--- config.mk ---
export PLATFORM = sky130hd
export DESIGN_NAME = gray_code_counter
export DESIGN_NICKNAME = d
export VERILOG_FILES = /design/src/rtl/gray_pkg.sv /design/src/rtl/gray_to_binary.sv /design/src/rtl/gray_code_counter.sv
export SDC_FILE = /design/constraint.sdc
export NUM_CORES = 1
export LEC_CHECK = 0
export CAP_MARGIN = 20
export CORE_MARGIN = 2
export CORE_UTILIZATION = 45
export CTS_CLUSTER_DIAMETER = 150
export CTS_CLUSTER_SIZE = 30
export DETAILED_ROUTE_END_ITERATION = 10
export GPL_TIMING_DRIVEN = 0
export PLACE_DENSITY_LB_ADDON = 0.1
export SYNTH_ARGS = -nofsm -noshare
export SYNTH_HDL_FRONTEND = slang
export SYNTH_HIERARCHICAL = 1
export SYNTH_SLANG_ARGS = --single-unit
--- constraint.sdc ---
create_clock -name clk -period 2.05 [get_ports clk]
set_input_delay 0.205 -clock clk [delete_from_list [all_inputs] [get_ports clk]]
set_output_delay 0.205 -clock clk [all_outputs]
set_load 0.05 [all_outputs]
--- src/rtl/gray_pkg.sv ---
// gray_pkg: shared width-generic Gray/binary conversion helpers and width limit
package gray_pkg;
    localparam int MAX_WIDTH = 32;

    typedef logic [MAX_WIDTH-1:0] word_t;

    function automatic word_t width_mask(input int w);
        return (w >= MAX_WIDTH) ? '1 : word_t'((64'd1 << w) - 64'd1);
    endfunction

    function automatic word_t bin2gray(input word_t b, input int w);
        word_t v;
        v = b & width_mask(w);
        return v ^ (v >> 1);
    endfunction

    // Bits above w are masked to zero, so the full-width prefix XOR is safe.
    function automatic word_t gray2bin(input word_t g, input int w);
        word_t v;
        word_t r;
        v = g & width_mask(w);
        r = v;
        for (int i = 1; i < MAX_WIDTH; i++) r = r ^ (v >> i);
        return r;
    endfunction
endpackage

--- src/rtl/gray_to_binary.sv ---
// gray_to_binary: combinational prefix-XOR Gray decoder
module gray_to_binary #(
    parameter int WIDTH = 4
) (
    input  logic [WIDTH-1:0] gray,
    output logic [WIDTH-1:0] binary
);
    for (genvar i = 0; i < WIDTH; i++) begin : g_bit
        assign binary[i] = ^gray[WIDTH-1:i];
    end
endmodule

--- src/rtl/gray_code_counter.sv ---
// gray_code_counter: up/down binary counter with registered Gray output, wrap or saturate
module gray_code_counter
    import gray_pkg::*;
#(
    parameter int WIDTH = 4,
    parameter int WRAP  = 1
) (
    input  logic             clk,
    input  logic             rst_n,
    input  logic             en,
    input  logic             up,
    input  logic             load,
    input  logic             load_is_gray,
    input  logic [WIDTH-1:0] load_value,
    output logic [WIDTH-1:0] binary,
    output logic [WIDTH-1:0] gray,
    output logic             wrap,
    output logic             sat
);
    logic [WIDTH-1:0] load_bin;
    logic [WIDTH-1:0] step;
    logic [WIDTH-1:0] next_bin;
    logic [WIDTH-1:0] next_gray;
    logic             limit;
    logic             blocked;

    gray_to_binary #(.WIDTH(WIDTH)) u_dec (
        .gray  (load_value),
        .binary(load_bin)
    );

    // Gray is computed from the next binary value so both flops update together.
    always_comb begin
        limit     = up ? (binary == '1) : (binary == '0);
        step      = up ? binary + WIDTH'(1) : binary - WIDTH'(1);
        blocked   = limit && (WRAP == 0);
        next_bin  = load ? (load_is_gray ? load_bin : load_value)
                         : ((en && !blocked) ? step : binary);
        next_gray = (load && load_is_gray) ? load_value
                                           : WIDTH'(bin2gray(MAX_WIDTH'(next_bin), WIDTH));
    end

    always_ff @(posedge clk or negedge rst_n) begin
        if (!rst_n) begin
            binary <= '0;
            gray   <= '0;
            wrap   <= 1'b0;
            sat    <= 1'b0;
        end else begin
            binary <= next_bin;
            gray   <= next_gray;
            wrap   <= !load && en && limit && (WRAP != 0);
            sat    <= !load && en && blocked;
        end
    end
endmodule

==> results by group <==
Clock tree
  • Clock transition at the registers of the reported paths: 0.06 ns
  • Root buf cell: clkbuf_4
  • Setup Buffers After CTS: 0
  • CTS H-Tree Depth: 1
  • Sinks on the clock net: 9
  • Cts bufs inserted: 3
  • Post-CTS Hold Buffers: 0
  • Clock Tree Buf Depth: 2
  • CTS tree: yes
  • Later-pin clock latency in the skew report: 0.26 ns

Cells and area
  • Layout area overhead: 32.3%
  • ANT cells: 0
  • Most frequent cells in the layout: 15 x clkdlybuf4s50_1, 7 x a21oi_1, 7 x dfrtp_1
  • Post-layout util: 0.660
  • Nets: 103
  • Most common cell after layout, fill and taps aside: clkdlybuf4s50_1
  • Share of post-route cells with drive strength above 1: 0.191

Global routing
  • Antenna violations before repair: 0
  • First-pass GRT wire length: approximately 2.1 mm
  • Grt ovf: 0
  • All-Layer GR Usage: 0.155
  • Largest net degree at the start of global routing: 11
  • Vias in the first global route: 526

Synth
  • Compound-cell area share of the yosys netlist: 0.143
  • FFs w/ async S/R, synth: 1.00
  • Top post-synthesis cells by area: dfrtp_1 34%, xnor2_1 6.6%, xor2_1 6.6%
  • Largest family of logic cells by synthesized area: XOR/XNOR gates
  • Mapped Cells: roughly 70
  • FF+latch count, synth: 9
  • Syn_nets: 82
  • Post-synth EDFFs: 0
  • Part of the Yosys area used for sequential elements: 0.338
  • Synth cell types: 29
  • Top FF cell, synth: dfrtp_1
  • Simple-gate portion of the synthesized area: 0.122
  • Share of the synthesized area in the top cell type: 0.338
  • Post-Synth Adder-Cell Area: 0.0677
  • Post-synthesis mux area share: 0.0602
  • Post-synth top area cell: dfrtp_1
  • Post-synthesis xor/xnor area fraction: 0.192
  • Count of warnings emitted by yosys: 6
  • Synthesized cell area: 666 um^2
  • Avg Inst Size Synth: 9.65 um^2

Pwr
  • Clock Power Share: 0.163
  • Power share of the combinational group: 0.540
  • Part of the power in registers: 0.296
  • Psw: 353 uW
  • Pwr dens: 936 nW/um^2
  • Leakage power: 0.000395 uW
  • Maximum VDD drop: 0.000534 V
  • Sw frac: 0.428
  • Pint: approximately 470 uW

Floorplan
  • Die Ht: between 40 and 50 um
  • Row count: 13
  • Initial core utilization: 0.499
  • IO Pins: 20
  • Die X: 42.5 um
  • Die area: 1800 um^2
  • Core ar.: roughly 1300 um^2

Setup path
  • Crit Path Class: flip-flop to flip-flop
  • FF-to-FF path depth: 7
  • Reg2reg setup slack: 0.18 ns
  • Critical R2R Capture: gray[2]
  • CP Launch Type: flip-flop
  • CP Data Arrival Time: around 2.1 ns
  • Crit path capture type: flip-flop
  • Critical path required time: 2.23 ns
  • Worst reg2reg path startpoint: binary[0]
  • Maximum fanout along the worst path: 5

Drt
  • Vias per inst: 5.07
  • ANT nets after route: 0
  • Residual DRC count: 0
  • Wirelength, routed: 1.16 mm
  • Vias after detailed routing: 527
  • Total iterations of the first detailed-routing run: 4
  • Initial drt markers: 7
  • WL/cell: 11.1 um

STA
  • RSZ-0062 raised after global routing: no
  • Final setup margin: 0.180 ns
  • WHS: roughly 0.24 ns
  • Slew margin rel.: 0.666
  • Worst-case clock skew: 0.00182 ns
  • Fmax: 535 MHz
  • Final Max Slew Viols: 0
  • Hold Fails Final Rpt: 0
  • Crit share post-route: 0.912
  • Minimum clock period: 1.87 ns
  • Setup violations, final: 0
  • Pin slew with the least headroom to its limit: 0.499 ns

Placement
  • Worst slack, placed: -0.284 ns
  • PortBufs: 16
  • Placer Congestion: about 0.76
  • Post-DP HPWL: roughly 960 um

Run
  • Max Cap Viol: 0

Status
  • Outcome: finished, final reports clean

Worst hold path
  • Hold Path Class: input port to asynchronous set/reset pin
==> worst max-delay path by stage <==
stage	startpoint	endpoint	slack, ns	cells after the start
after floorplan	binary[0]	gray[2]	0.10	7
after global placement	up	gray[2]	-0.23	8
after detailed placement	up	gray[2]	-0.28	8
after CTS	up	gray[2]	0.01	8
after global routing	binary[0]	gray[2]	0.1	7
final	binary[0]	gray[2]	0.18	7
==> per-layer routing <==
layer  track usage  vias up  routed length (um)
met5             0        -                   0
met4         0.113        0                  40
met3        0.0129        5                  47
met2         0.258       18                 580
met1         0.185      238                 489
li1              -      266                   -
==> repair_timing <==
action	CTS	global route
setup endpoints to repair	1	3
pin swaps	0	0
resized for setup	1	2
==> metrics by stage <==
stage               total power, uW  setup TNS, ns  cell area, um^2  cells
detailed placement              692         -0.675              847    100
finish                          824              0              881    104
global route                    878              0              881    104
floorplan                       561              0              668     69
global placement                686         -0.555              847    100
CTS                             827              0              875    104
==> cells by family (layout without fill, tap and decap cells) <==
group	after synthesis	in the layout
AO/OA/AOI/OAI	14	14
XOR/XNOR	12	12
adder cells (fa/ha/maj)	3	3
buffers and inverters	9	29
flip-flops	9	9
multiplexers	4	4
other	1	1
AND/OR/NAND/NOR	17	17
==> power groups by stage <==
stage | registers (uW) | logic [uW] | clock network [uW]
after floorplan | 382 | 179 | 0
after global placement | 246 | 440 | 0
after detailed placement | 248 | 444 | 0
after CTS | 245 | 446 | 136
after global routing | 251 | 476 | 151
final | 244 | 445 | 135
==> worst max-delay path: stages, from the launching register on <==
cell	delay [ns]
dfrtp_2	0.40
inv_1	0.08
fa_1	0.40
xnor2_1	0.25
a211oi_2	0.12
a31oi_2	0.17
xor3_1	0.23
o21ai_1	0.14
==> final cells by class <==
class | instances | area [um^2]
plain buffers | 5 | 32.5
clock buffers | 4 | 26.3
fillers | 118 | 453
inverters | 4 | 16.3
multi-input cells | 51 | 397
flip-flops and latches | 9 | 228
well taps | 15 | 18.8
repair buffers | 16 | 163
==> Yosys cell counts, types with 2 or more instances <==
library cell and n:
nand2_1 4, inv_1 3, a21oi_1 8, dfrtp_1 9, mux2i_1 4, buf_2 2, xnor2_1 5, nor2_1 5
buf_4 3, xor2_1 5, nand3_1 2, ha_1 2
==> flip-flops by register name, indices dropped and copies added, names as in the netlist <==
| signal | count |
|---|---|
| binary | 4 |
| gray | 4 |
| wrap | 1 |
(Power assumes the default switching activity.)
